--- config.mk ---
export PLATFORM = sky130hd
export DESIGN_NAME = pe_run_sequencer
export DESIGN_NICKNAME = d
export VERILOG_FILES = /design/src/rtl/pe_run_seq_pkg.sv /design/src/rtl/pe_run_seq_wdog.sv /design/src/rtl/pe_run_sequencer.sv
export SDC_FILE = /design/constraint.sdc
export NUM_CORES = 1
export LEC_CHECK = 0
export CORE_MARGIN = 2
export CORE_UTILIZATION = 50
export CTS_CLUSTER_DIAMETER = 80
export DETAILED_ROUTE_END_ITERATION = 16
export DONT_BUFFER_PORTS = 1
export GPL_TIMING_DRIVEN = 0
export PLACE_DENSITY_LB_ADDON = 0.3
export SLEW_MARGIN = 40
export SYNTH_ARGS = -nofsm -noshare
export SYNTH_HDL_FRONTEND = slang
export SYNTH_SLANG_ARGS = --single-unit
--- constraint.sdc ---
create_clock -name clk -period 2.1 [get_ports clk]
set_clock_uncertainty 0.15 [all_clocks]
set_input_delay 0.525 -clock clk [delete_from_list [all_inputs] [get_ports clk]]
set_output_delay 0.525 -clock clk [all_outputs]
set_load 0.05 [all_outputs]
--- src/rtl/pe_run_seq_pkg.sv ---
// pe_run_seq_pkg: shared state encoding and default sizing for the PE run sequencer
package pe_run_seq_pkg;
  typedef enum logic [1:0] {
    IDLE      = 2'd0,
    ISSUE     = 2'd1,
    WAIT_DONE = 2'd2,
    REPORT    = 2'd3
  } state_t;
  localparam int CNT_W_DEF       = 16;
  localparam int WDOG_CYCLES_DEF = 65535;
endpackage

--- src/rtl/pe_run_seq_wdog.sv ---
// pe_run_seq_wdog: load-on-clear saturating cycle counter that pulses expire on its last counted cycle
module pe_run_seq_wdog
  import pe_run_seq_pkg::*;
#(
  parameter int LIMIT = WDOG_CYCLES_DEF
) (
  input  logic clk,
  input  logic rst,
  input  logic clr,
  input  logic en,
  output logic expire
);
  localparam int W = $clog2(LIMIT + 1);
  logic [W-1:0] cnt;
  // expire fires during the LIMIT-th enabled cycle so the caller leaves after exactly LIMIT cycles
  assign expire = en && (cnt == W'(LIMIT - 1));
  // count enabled cycles, holding at LIMIT
  always_ff @(posedge clk) begin
    if (!rst) cnt <= '0;
    else if (clr) cnt <= '0;
    else if (en && cnt != W'(LIMIT)) cnt <= cnt + 1'b1;
  end
endmodule

--- src/rtl/pe_run_sequencer.sv ---
// pe_run_sequencer: fans one host start out to PE core and ActUnit, returns one done; optional watchdog via PE_RUN_SEQ_WATCHDOG_EN
module pe_run_sequencer
  import pe_run_seq_pkg::*;
#(
  parameter int CNT_W       = CNT_W_DEF,
  parameter int WDOG_CYCLES = WDOG_CYCLES_DEF
) (
  input  logic             clk,
  input  logic             rst,
  input  logic             start_msg,
  input  logic             start_val,
  output logic             start_rdy,
  output logic             pe_start_msg,
  output logic             pe_start_val,
  input  logic             pe_start_rdy,
  output logic             act_start_msg,
  output logic             act_start_val,
  input  logic             act_start_rdy,
  input  logic             act_done_msg,
  input  logic             act_done_val,
  output logic             act_done_rdy,
  output logic             done_msg,
  output logic             done_val,
  input  logic             done_rdy,
  output logic             busy,
  output logic [CNT_W-1:0] run_count,
  output logic             timeout
);
  state_t state_q, state_d;
  logic msg_q, done_msg_q, pe_sent, act_sent, wdog_expire;
  assign pe_start_msg  = msg_q;
  assign act_start_msg = msg_q;
  assign done_msg      = done_msg_q;
  assign busy          = state_q != IDLE;
`ifdef PE_RUN_SEQ_WATCHDOG_EN
  logic wdog_clr, wdog_en;
  assign wdog_clr = state_q == ISSUE && state_d == WAIT_DONE;
  assign wdog_en  = state_q == WAIT_DONE;
  pe_run_seq_wdog #(.LIMIT(WDOG_CYCLES)) u_wdog (
    .clk(clk),
    .rst(rst),
    .clr(wdog_clr),
    .en(wdog_en),
    .expire(wdog_expire)
  );
`else
  logic unused_wdog;
  assign unused_wdog = |WDOG_CYCLES;
  assign wdog_expire = 1'b0;
`endif
  // state register
  always_ff @(posedge clk) begin
    if (!rst) state_q <= IDLE;
    else state_q <= state_d;
  end
  // next state and handshake outputs decoded from registered state and sent flags
  always_comb begin
    state_d       = state_q;
    start_rdy     = 1'b0;
    pe_start_val  = 1'b0;
    act_start_val = 1'b0;
    act_done_rdy  = 1'b0;
    done_val      = 1'b0;
    case (state_q)
      IDLE: begin
        start_rdy = 1'b1;
        state_d   = start_val ? ISSUE : IDLE;
      end
      ISSUE: begin
        pe_start_val  = !pe_sent;
        act_start_val = !act_sent;
        state_d = ((pe_sent || pe_start_rdy) && (act_sent || act_start_rdy)) ? WAIT_DONE : ISSUE;
      end
      WAIT_DONE: begin
        act_done_rdy = 1'b1;
        state_d = (act_done_val || wdog_expire) ? REPORT : WAIT_DONE;
      end
      default: begin
        done_val = 1'b1;
        state_d  = done_rdy ? IDLE : REPORT;
      end
    endcase
  end
  // run payloads, per-channel sent flags, completion counter and timeout flag
  always_ff @(posedge clk) begin
    if (!rst) begin
      msg_q      <= 1'b0;
      done_msg_q <= 1'b0;
      pe_sent    <= 1'b0;
      act_sent   <= 1'b0;
      run_count  <= '0;
      timeout    <= 1'b0;
    end else begin
      if (start_val && start_rdy) begin
        msg_q    <= start_msg;
        pe_sent  <= 1'b0;
        act_sent <= 1'b0;
      end
      if (pe_start_val && pe_start_rdy) pe_sent <= 1'b1;
      if (act_start_val && act_start_rdy) act_sent <= 1'b1;
      if (act_done_val && act_done_rdy) done_msg_q <= act_done_msg;
      else if (wdog_expire) begin
        done_msg_q <= 1'b0;
        timeout    <= 1'b1;
      end
      if (done_val && done_rdy) begin
        run_count <= run_count + 1'b1;
        timeout   <= 1'b0;
      end
    end
  end
endmodule

# After elaboration in Yosys (flattened, before gate mapping)

Cells that the tools add are included.

Bits in registers: 22
Word-level logic and storage cells: 37
Input bits: 9

Eq/ne operators: 2
Multiplexer cells: 13
Reduce and logical (&&, ||, !) cells: 15
$add $sub $neg: 1

Operator list:

| kind                    | number |
|---|---|
| $add A16 B1 Y16 const B | 1 |
| $mux W1                 | 10 |
| $logic_and A1 B1 Y1     | 6 |
| $pmux W2 S3             | 1 |
| $reduce_bool A2 Y1      | 3 |
| $mux W2                 | 2 |
| $reduce_or A3 Y1        | 1 |
| $eq A2 B1 Y1 const B    | 1 |
| $eq A2 B2 Y1 const B    | 1 |
| $logic_not A1 Y1        | 2 |
| $logic_not A2 Y1        | 1 |
| $logic_or A1 B1 Y1      | 2 |

# Depth between registers and ports, before layout

Gate-level depths: netlist of run 1.

Depth after elaboration: 5
Depth in mapped cells: 5
Depth with buffers taken out: 5

# Worst setup path before layout of run 1

OpenSTA, ideal clock, no wires.

Kind: register to output
Start: register state_q[1]
End: output port busy
Stages on the path, launching flop included: 4
Slack: -308 ps
Arrival: 1733 ps
Cells stage by stage: dfxtp_1 clkbuf_1 nor2_1 inv_1

Longest elaborated chain between the ends: 1

RTL lines:

| item                   | line                   | RTL |
|---|---|---|
| start, declared        | pe_run_sequencer.sv:29 | `state_t state_q, state_d;` |
| start signal, assigned | pe_run_sequencer.sv:54 | `else state_q <= state_d;` |
| $reduce_bool A2 Y1     | pe_run_sequencer.sv:34 | `assign busy = state_q != IDLE;` |
| end, declared          | pe_run_sequencer.sv:25 | `output logic busy,` |

Every way passes these cells.

# Final worst setup path of run 1

Same ends and word-level chain as after synthesis.

==> run metrics, run 1 <==
Hold Crit Endpoint=state_q[0]; pin count of the biggest net entering global routing=12; depth of the worst hold-timing path=1; cell with the largest stage delay on the worst path=sky130_fd_sc_hd__clkinvlp_4; initial core utilization=0.535; post-detailed-routing wire length=2.25 mm; max-capacitance violation count=0; number of antenna violations at the first check in global routing=0; Net Count, Synth=137; clock tree from TritonCTS=built; count of endpoints failing setup in the final report=2; worst reg2reg startpoint=state_q[0]; non-filler cells, final=161; total power draw=759 uW; remaining routing DRC violations=0; DRT antenna net count=0; count of flip-flops with a built-in enable after synthesis=0; flop2flop setup slack=0.01 ns; failing checks=setup timing; arrival time at the worst endpoint=1.53 ns; Fin. Hold Viols=0; number of placement rows=16; wire per inst=13.9 um; final antenna diode count=0; synth top area cells=sky130_fd_sc_hd__dfxtp_1 (42%), sky130_fd_sc_hd__nor2_1 (5.4%), sky130_fd_sc_hd__nand2_1 (5.0%); hold path start=rst; terminus of the critical flop-to-flop path=run_count[13]; cell type with the highest aggregate area in the netlist=sky130_fd_sc_hd__dfxtp_1; insertion delay of the later-clocked pin in the worst-skew pair=0.30 ns; Sinks on Clock Net=22; maximum fanout along the worst path=5; number of register bits inferred by synthesis=22; highest clock rate=453 MHz; Hold Buf Count CTS=0; proportion of synthesized flip-flops having asynchronous set or reset=0; Critical Path Sink Type=output port; post-synth cell types=30; area share of the largest cell type after synthesis=0.420; cells along the critical path=buf_8 -> nor2_4 -> clkinvlp_4; worst path required time=1.42 ns; Commonest cells post-synth=sky130_fd_sc_hd__dfxtp_1 (22), sky130_fd_sc_hd__nor2_1 (15), sky130_fd_sc_hd__nand2_1 (14); clock-pin slew of the registers on the worst-case setup and hold paths=0.11 ns; Final TNS setup=-0.111 ns; cell with the most instances after synthesis=sky130_fd_sc_hd__dfxtp_1; PwrDens=636 nW/um2; vias per cell=5.74; Post-DP HPWL=1.65 mm; number of global-route vias before repair=865; routed vias=924; wire length of the first global-routing pass=3.68 mm; global router's overall resource usage=0.191; Port Buffer Count=0; count of pins on the block boundary=35; Congestion Overflow GR=0; Synth Warn #=0; area added between synthesis and finish=13.7%; Setup CP Type=reg -> out; number of nets at the end of the flow=146; floorplan core area=1960 um2; number of slew-limit violations in the final report=0; depth of the worst register-to-register path=5; detailed-routing iteration count for the pre-antenna-repair pass=4; leakage power figure=0.000427 uW; run status=finished, violations left; RSZ-0062 raised after global routing=true; share of the clock period used by the worst path after layout=1.05; instance count after placement with tap cells included=154; min-delay worst type=in -> reg; full die area=2480 um2; minimum period implied by the final worst setup slack=2.21 ns; netlist area before placement=1050 um2; clock buffer depth=2; transition at the pin with the smallest max-transition slack=0.642 ns; weighted congestion reported at the end of routability-driven placement=0.724; startpoint kind of the worst setup timing path=flop; Primary FF master, synth=sky130_fd_sc_hd__dfxtp_1; crit-path max cell delay=0.39 ns; headroom to the max-slew limit=0.572; Die Y=49.8 um; master cell of the clock root buffer=sky130_fd_sc_hd__clkbuf_4; Peak VDD IR=0.477 mV; DRT iter0 DRCs=15; cts bufs inserted=3; sequential area share after synthesis=0.420; instance area after placement=1090 um2; Synth Area per Inst=8.27 um2; gate count of the mapped netlist=127; Max H-tree Level=1; horizontal die dimension=49.8 um; post-route cell area=1190 um2; setup slack at placement=-0.149 ns; proportion of layout cells with a drive suffix above 1=0.224; Worst Slack Setup Final=-0.109 ns
==> placed cells by master (no fill, tap or decap), types with 3 or more instances in the layout <==
master / synthesis / routed
sky130_fd_sc_hd__nand2_1: 14 / 14
sky130_fd_sc_hd__dfxtp_1: 22 / 13
sky130_fd_sc_hd__nor2_1: 15 / 12
sky130_fd_sc_hd__a21oi_1: 10 / 10
sky130_fd_sc_hd__dfxtp_2: 0 / 9
sky130_fd_sc_hd__o21ai_0: 7 / 7
sky130_fd_sc_hd__buf_4: 3 / 7
sky130_fd_sc_hd__xor2_1: 5 / 5
sky130_fd_sc_hd__inv_1: 5 / 4
sky130_fd_sc_hd__or3_1: 4 / 4
sky130_fd_sc_hd__nand3_1: 4 / 4
sky130_fd_sc_hd__xnor2_1: 4 / 4
sky130_fd_sc_hd__nor2_4: 0 / 3
sky130_fd_sc_hd__nand4_1: 3 / 3
sky130_fd_sc_hd__nor3_1: 3 / 3
sky130_fd_sc_hd__clkbuf_4: 0 / 3
==> metrics by stage <==
step           utilization  hold slack (ns)
6_report             0.608            0.189
5_1_grt              0.608            0.163
4_1_cts              0.596            0.177
3_5_place_dp         0.557            0.333
3_3_place_gp         0.555            0.322
2_1_floorplan            -            0.310
==> flip-flops by register name, summed over array words and instances, names as in the netlist <==
name,count
act_sent,1
pe_sent,1
done_msg,1
act_start_msg,1
run_count,16
state_q,2
==> cell families after synthesis <==
logic type                 count (synthesis)  synth area share
AOI/OAI and AO/OA                         21             0.113
xor gates and xnor gates                   9            0.0751
adders and majority gates                  1            0.0119
buffers and inverters                     11            0.0501
DFF                                       22             0.420
muxes                                      2            0.0191
other                                      1           0.00357
and+or+nand+nor                           60             0.307
==> power by group <==
group | switching [uW] | total, uW | internal [uW]
Combinational | 88.2 | 125 | 36.6
Clock | 119 | 186 | 66.8
Sequential | 21.8 | 448 | 426
==> worst max path at each step <==
stage	startpoint	end	slack (ns)	depth (start not counted)
2_1_floorplan	state_q[1]	act_done_rdy	-0.008	2
3_3_place_gp	state_q[1]	act_done_rdy	-0.12	2
3_5_place_dp	run_count[0]	run_count[13]	-0.15	4
4_1_cts	state_q[1]	busy	-0.10	3
5_1_grt	state_q[1]	busy	-0.16	3
6_report	state_q[1]	busy	-0.11	3
==> critical path: cells and delay by family (launching register included) <==
family | cells | cell delay [ns]
flops | 1 | 0.35
simple gates | 1 | 0.36
buf+inv | 2 | 0.51
==> final cells by class <==
cell class | instances | area, um2
multi-input cells | 94 | 588
well taps | 27 | 33.8
fillers | 191 | 768
clock buffers | 3 | 22.5
inverters | 5 | 22.5
repair buffers | 5 | 37.5
flip-flops and latches | 22 | 452
plain buffers | 5 | 37.5
==> timing repair <==
action,4_1_cts,5_1_grt
resized for setup,17,1
setup buffers,2,3
pin swaps,1,1
endpoints found under the hold margin,0,0
setup endpoints to repair,10,3
==> per-layer routing <==
metal | routed length (um) | GRT usage
met2 | 1140 | 0.333
met4 | 27 | 0.0694
met3 | 151 | 0.0545
met1 | 926 | 0.219
met5 | 0 | 0
(Power assumes the default switching activity.)
==> run 2: changes to the inputs <==
--- a/config.mk
+++ b/config.mk
@@ -5,12 +5,13 @@
 export SDC_FILE = /design/constraint.sdc
 export NUM_CORES = 1
 export LEC_CHECK = 0
+export CELL_PAD_IN_SITES_DETAIL_PLACEMENT = 0
+export CELL_PAD_IN_SITES_GLOBAL_PLACEMENT = 1
 export CORE_MARGIN = 2
-export CORE_UTILIZATION = 50
+export CORE_UTILIZATION = 43
 export CTS_CLUSTER_DIAMETER = 80
 export DETAILED_ROUTE_END_ITERATION = 16
 export DONT_BUFFER_PORTS = 1
-export GPL_TIMING_DRIVEN = 0
 export PLACE_DENSITY_LB_ADDON = 0.3
 export SLEW_MARGIN = 40
 export SYNTH_ARGS = -nofsm -noshare
==> run 2 against run 1 <==
Net effect: the flow now finishes without violations; die area is 15% higher; first-iteration DRC count is 47% lower; worst hold slack worse by 0.011 ns; final cell count is 9.3% higher; via count is 1.5% higher; power is 5.4% higher; clock power is 27% higher; global-route usage is 0.80 points lower; critical path type unchanged; largest cell class unchanged.
==> run metrics, run 2 (synthesis results as in run 1) <==
run status=complete, no violations (was finished, violations left); PwrDens=632 nW/um2 (was 636 nW/um2); worst reg2reg startpoint=state_q[1] (was state_q[0]); Fin. Hold Viols=0 (unchanged); Die Y=53.4 um (was 49.8 um); Sinks on Clock Net=22 (unchanged); detailed-routing iteration count for the pre-antenna-repair pass=4 (unchanged); Top reg by flops=run_count (unchanged); arrival time at the worst endpoint=1.28 ns (was 1.53 ns); remaining routing DRC violations=0 (unchanged); met2 Usage GRT=0.296 (was 0.333); area occupied by registers=444 um2 (was 452 um2); sum of buffers and inverters on the critical path=2 (unchanged); final core utilization=0.562 (was 0.608); instance area after placement=1230 um2 (was 1090 um2); floorplan core area=2250 um2 (was 1960 um2); routed vias=938 (was 924); Port Buffer Count=0 (unchanged); post-route cell area=1270 um2 (was 1190 um2); share of the clock period used by the worst path after layout=0.933 (was 1.05); wire length of the first global-routing pass=3.76 mm (was 3.68 mm); busiest metal layer after global routing=met2 (unchanged); hold path start=rst (unchanged); area added between synthesis and finish=20.6% (was 13.7%); max-capacitance violation count=0 (unchanged); transition at the pin with the smallest max-transition slack=0.665 ns (was 0.642 ns); number of antenna violations at the first check in global routing=0 (unchanged); Hold Buf Count CTS=0 (unchanged); startpoint kind of the worst setup timing path=flop (unchanged); RSZ-0062 raised after global routing=false (was true); global routing met3 resource utilization=0.0339 (was 0.0545); crit-path leading delay family=buffers and inverters (unchanged); final antenna diode count=0 (unchanged); leading cell type in the layout, fill and taps excluded=sky130_fd_sc_hd__buf_4 (was sky130_fd_sc_hd__nand2_1); Peak VDD IR=0.412 mV (was 0.477 mV); Critical Path Sink Type=output port (unchanged); depth of the worst register-to-register path=5 (unchanged); Resized Gates After CTS=0 (was 17); Hold Crit Endpoint=state_q[0] (unchanged); Final TNS setup=0 ns (was -0.111 ns); weighted congestion reported at the end of routability-driven placement=0.744 (was 0.724); combined area of the multi-input logic cells=559 um2 (was 588 um2); Congestion Overflow GR=0 (unchanged); headroom to the max-slew limit=0.556 (was 0.572); highest clock rate=510 MHz (was 453 MHz); depth of the worst hold-timing path=1 (unchanged); terminus of the critical flop-to-flop path=run_count[14] (was run_count[13]); largest registers=run_count (16), state_q (2) (unchanged); min-delay worst type=in -> reg (unchanged); cells along the critical path=buf_4 -> nand2b_1 -> nor2_1 -> buf_4 (was buf_8 -> nor2_4 -> clkinvlp_4); post-detailed-routing wire length=2.24 mm (was 2.25 mm); maximum fanout along the worst path=11 (was 5); number of slew-limit violations in the final report=0 (unchanged); master cell of the clock root buffer=sky130_fd_sc_hd__clkbuf_4 (unchanged); crit-path max cell delay=0.36 ns (was 0.39 ns); flop2flop setup slack=0.22 ns (was 0.01 ns); Crit path depth=4 (was 3); clock tree from TritonCTS=built (unchanged); Post-DP HPWL=1.67 mm (was 1.65 mm); cts bufs inserted=3 (unchanged); met1 layer usage reported by global route=0.229 (was 0.219); Setup CP Type=reg -> out (unchanged); wire per inst=12.7 um (was 13.9 um); FILL cells=229 (was 191); number of nets at the end of the flow=159 (was 146); Critical Path Most Common Cell=sky130_fd_sc_hd__buf_4; number of placement rows=17 (was 16); cell with the largest stage delay on the worst path=sky130_fd_sc_hd__dfxtp_1 (was sky130_fd_sc_hd__clkinvlp_4); DRT iter0 DRCs=8 (was 15); count of endpoints failing setup in the final report=0 (was 2); vias per cell=5.33 (was 5.74); clock-pin slew of the registers on the worst-case setup and hold paths=0.12 ns (was 0.11 ns); worst path required time=1.42 ns (about the same); DRT antenna net count=0 (unchanged); max FFs per register=16 (unchanged); number of global-route vias before repair=881 (was 865); insertion delay of the later-clocked pin in the worst-skew pair=0.31 ns (was 0.30 ns); initial core utilization=0.466 (was 0.535); commonest cells after routing, fill and taps aside=sky130_fd_sc_hd__buf_4 (23), sky130_fd_sc_hd__dfxtp_1 (19), sky130_fd_sc_hd__nor2_1 (14), sky130_fd_sc_hd__nand2_1 (14), sky130_fd_sc_hd__a21oi_1 (10) (was sky130_fd_sc_hd__nand2_1 (14), sky130_fd_sc_hd__dfxtp_1 (13), sky130_fd_sc_hd__nor2_1 (12)); WHS=0.178 ns (was 0.189 ns); Max H-tree Level=1 (unchanged); global router's overall resource usage=0.183 (was 0.191); horizontal die dimension=53.4 um (was 49.8 um); pin count of the biggest net entering global routing=22 (was 12); clock buffer depth=2 (unchanged); minimum period implied by the final worst setup slack=1.96 ns (was 2.21 ns); proportion of layout cells with a drive suffix above 1=0.236 (was 0.224); full die area=2850 um2 (was 2480 um2); count of pins on the block boundary=35 (unchanged); number of buffers inserted by post-CTS setup repair=0 (was 2); leakage power figure=0.000510 uW (was 0.000427 uW)
[run 2: changes by cell type in the layout (fill, tap and decap cells not counted), sizes merged]
| cell | change |
|---|---|
| clkinvlp | -1 |
| inv | +1 |
| buf | +15 |
| clkbuf | -1 |
[run 2: worst max-delay path by stage]
stage | startpoint | slack, ns | endpoint
after global placement | done_rdy | 0.20 | run_count[13]
final | state_q[1] | 0.14 | pe_start_val
after floorplan | state_q[1] | -0.008 | act_done_rdy
after detailed placement | done_rdy | 0.16 | run_count[13]
after global routing | state_q[1] | 0.09 | act_done_rdy
after CTS | state_q[1] | 0.13 | pe_start_val
[run 2: power breakdown]
part | internal [uW] | switching [uW] | leakage [uW]
sequential | 425 | 8.29 | 0.000179
clock | 106 | 130 | 0.0000210
combinational | 37.5 | 92.9 | 0.000310
[run 2: per-layer routing]
metal / vias up / wire length (um)
met2: 25 / 1080
met3: 4 / 114
met5: - / 0
met4: 0 / 36
met1: 433 / 1010
li1: 476 / -
[run 2: cell type report]
| class | count | area share |
|---|---|---|
| timing repair buffer | 23 | 0.136 |
| multi-input combinational | 94 | 0.442 |
| inverter | 5 | 0.0148 |
| clock buffer | 4 | 0.0287 |
| sequential | 22 | 0.351 |
| tap | 28 | 0.0277 |
[run 2: through the flow]
step | setup WS, ns | std cells | total power, uW
2_1_floorplan | -0.00816 | 127 | 547
3_3_place_gp | 0.200 | 172 | 572
3_5_place_dp | 0.161 | 172 | 574
4_1_cts | 0.130 | 176 | 808
5_1_grt | 0.0858 | 176 | 837
6_report | 0.141 | 176 | 800
==> run 3: changes to the inputs <==
--- a/config.mk
+++ b/config.mk
@@ -17,3 +17,4 @@
 export SYNTH_ARGS = -nofsm -noshare
 export SYNTH_HDL_FRONTEND = slang
 export SYNTH_SLANG_ARGS = --single-unit
+export TNS_END_PERCENT = 50
==> run 3 against run 2 <==
Net effect: global-route usage rose by 0.69 points; sequential power is essentially flat; core utilization increased by 0.55 points; setup slack got worse by 0.019 ns; sequential share of layout area shrank 0.64 points; highest routed layer unchanged.
==> run metrics, run 3 (synthesis results as in run 1) <==
sum of routed wire segments on met1=994 um (was 1.01 mm); run status=complete, no violations (unchanged); number of buffers inserted by post-CTS setup repair=0 (unchanged); number of nets at the end of the flow=159 (unchanged); max FFs per register=16 (unchanged); Worst Slack Setup Final=0.122 ns (was 0.141 ns); transition at the pin with the smallest max-transition slack=0.648 ns (was 0.665 ns); Post-DP HPWL=1.67 mm (about the same); startpoint kind of the worst setup timing path=flop (unchanged); commonest cells after routing, fill and taps aside=sky130_fd_sc_hd__buf_4 (23), sky130_fd_sc_hd__dfxtp_1 (22), sky130_fd_sc_hd__nor2_1 (14), sky130_fd_sc_hd__nand2_1 (14), sky130_fd_sc_hd__a21oi_1 (10) (was sky130_fd_sc_hd__buf_4 (23), sky130_fd_sc_hd__dfxtp_1 (19), sky130_fd_sc_hd__nor2_1 (14), sky130_fd_sc_hd__nand2_1 (14), sky130_fd_sc_hd__a21oi_1 (10)); FILL cells=224 (was 229); Congestion Overflow GR=0 (unchanged); cts bufs inserted=3 (unchanged); Logic pwr share=0.147 (was 0.163); net load switching power=225 uW (was 231 uW); proportion of power drawn by the clock network=0.360 (was 0.295); Peak VDD IR=0.461 mV (was 0.412 mV); arrival time at the worst endpoint=1.30 ns (was 1.28 ns); instance area after placement=1230 um2 (about the same); share of the clock period used by the worst path after layout=0.942 (was 0.933); number of placement rows=17 (unchanged); cells along the critical path=buf_4 -> nand2b_1 -> nor2_1 -> buf_4 (unchanged); floorplan core area=2250 um2 (unchanged); pin count of the biggest net entering global routing=22 (unchanged); non-filler cells, final=176 (unchanged); clock-pin slew of the registers on the worst-case setup and hold paths=0.11 ns (was 0.12 ns); master cell of the clock root buffer=sky130_fd_sc_hd__clkbuf_4 (unchanged); number of global-route vias before repair=932 (was 881); wire per inst=12.6 um (was 12.7 um); headroom to the max-slew limit=0.567 (was 0.556); Fin. Hold Viols=0 (unchanged); proportion of layout cells with a drive suffix above 1=0.216 (was 0.236); share of total power consumed by net switching=0.256 (was 0.289); horizontal die dimension=53.4 um (unchanged); initial core utilization=0.466 (unchanged); weighted congestion reported at the end of routability-driven placement=0.733 (was 0.744); highest clock rate=506 MHz (was 510 MHz); highest metal used=met4 (unchanged); minimum period implied by the final worst setup slack=1.98 ns (was 1.96 ns); setup slack at placement=0.144 ns (was 0.161 ns); PwrDens=689 nW/um2 (was 632 nW/um2); wire length of the first global-routing pass=4.00 mm (was 3.76 mm); min-delay worst type=in -> reg (unchanged); instance count after placement with tap cells included=172 (unchanged); Setup CP Type=reg -> out (unchanged); final antenna diode count=0 (unchanged); DRT iter0 DRCs=17 (was 8); detailed-routing iteration count for the pre-antenna-repair pass=4 (unchanged); number of antenna violations at the first check in global routing=0 (unchanged); cell with the largest stage delay on the worst path=sky130_fd_sc_hd__dfxtp_1 (unchanged); clock tree from TritonCTS=built (unchanged); vias per cell=5.27 (was 5.33); share of power burned in registers=0.493 (was 0.542); routed vias=927 (was 938); leading cell type in the layout, fill and taps excluded=sky130_fd_sc_hd__buf_4 (unchanged); largest registers=run_count (16), state_q (2) (unchanged); full die area=2850 um2 (unchanged); Max H-tree Level=1 (unchanged); Critical Path Most Common Cell=sky130_fd_sc_hd__buf_4 (unchanged); RSZ-0062 raised after global routing=false (unchanged); internal power=656 uW (was 569 uW); DRT antenna net count=0 (unchanged); count of pins on the block boundary=35 (unchanged); Resized Gates After CTS=0 (unchanged); worst path required time=1.42 ns (about the same); post-route cell area=1280 um2 (was 1270 um2); leakage power figure=0.000516 uW (was 0.000510 uW); clock buffer depth=2 (unchanged); met3 WL=143 um (was 114 um); Sinks on Clock Net=22 (unchanged); crit-path max cell delay=0.39 ns (was 0.36 ns); maximum fanout along the worst path=7 (was 11); number of slew-limit violations in the final report=0 (unchanged); Top reg by flops=run_count (unchanged); crit-path leading delay family=flip-flops (was buffers and inverters); Critical Path Sink Type=output port (unchanged); count of endpoints failing setup in the final report=0 (unchanged); Port Buffer Count=0 (unchanged); area added between synthesis and finish=21.8% (was 20.6%); length of routed met2 wiring=1.06 mm (was 1.08 mm); total power draw=881 uW (was 800 uW); sum of buffers and inverters on the critical path=2 (unchanged); remaining routing DRC violations=0 (unchanged); max-capacitance violation count=0 (unchanged); insertion delay of the later-clocked pin in the worst-skew pair=0.30 ns (was 0.31 ns); Hold Buf Count CTS=0 (unchanged); Die Y=53.4 um (unchanged); post-detailed-routing wire length=2.22 mm (was 2.24 mm); global router's overall resource usage=0.190 (was 0.183)
run 3: metal layers:
layer  vias to the layer above  GRT usage
met5                         -          0
li1                        476          -
met2                        24      0.319
met1                       425      0.234
met3                         2     0.0537
met4                         0     0.0513
run 3: metrics by stage:
| stage | utilization | hold WS, ns | setup TNS, ns |
|---|---|---|---|
| after global placement | 0.544 | 0.323 | 0 |
| after floorplan | - | 0.310 | -0.0512 |
| after global routing | 0.567 | 0.171 | 0 |
| after CTS | 0.567 | 0.173 | 0 |
| after detailed placement | 0.544 | 0.333 | 0 |
| final | 0.567 | 0.184 | 0 |
run 3: cell type report:
class / instances / area [um2] / area share
timing repair buffer: 23 / 173 / 0.135
multi-input combinational: 94 / 559 / 0.437
tap: 28 / 35.0 / 0.0274
clock inverter: 1 / 30.0 / 0.0235
inverter: 5 / 18.8 / 0.0147
clock buffer: 3 / 22.5 / 0.0176
sequential: 22 / 440 / 0.344
run 3: power groups by stage:
| stage | Clock, uW | Combinational [uW] | Sequential, uW |
|---|---|---|---|
| after floorplan | 0 | 98.5 | 448 |
| after global placement | 0 | 128 | 444 |
| after detailed placement | 0 | 130 | 444 |
| after CTS | 329 | 130 | 435 |
| after global routing | 346 | 140 | 437 |
| final | 317 | 129 | 435 |
run 3: path summary, 6_finish.rpt:
kind                                 endpoint        from  slack, ns  cells after the start
worst max-delay path            act_start_val  state_q[1]       0.12                      4
worst min-delay path               state_q[0]         rst       0.18                      1
worst max register to register  run_count[15]  state_q[1]       0.20                      4
worst min register to register       act_sent    act_sent       0.34                      2
run 3: worst reg2reg max path, stage by stage (launching register included):
cell and delay (ns):
sky130_fd_sc_hd__dfxtp_1 0.45, sky130_fd_sc_hd__nand4_4 0.16, sky130_fd_sc_hd__or4_4 0.59, sky130_fd_sc_hd__or3_1 0.32
sky130_fd_sc_hd__a21oi_1 0.15
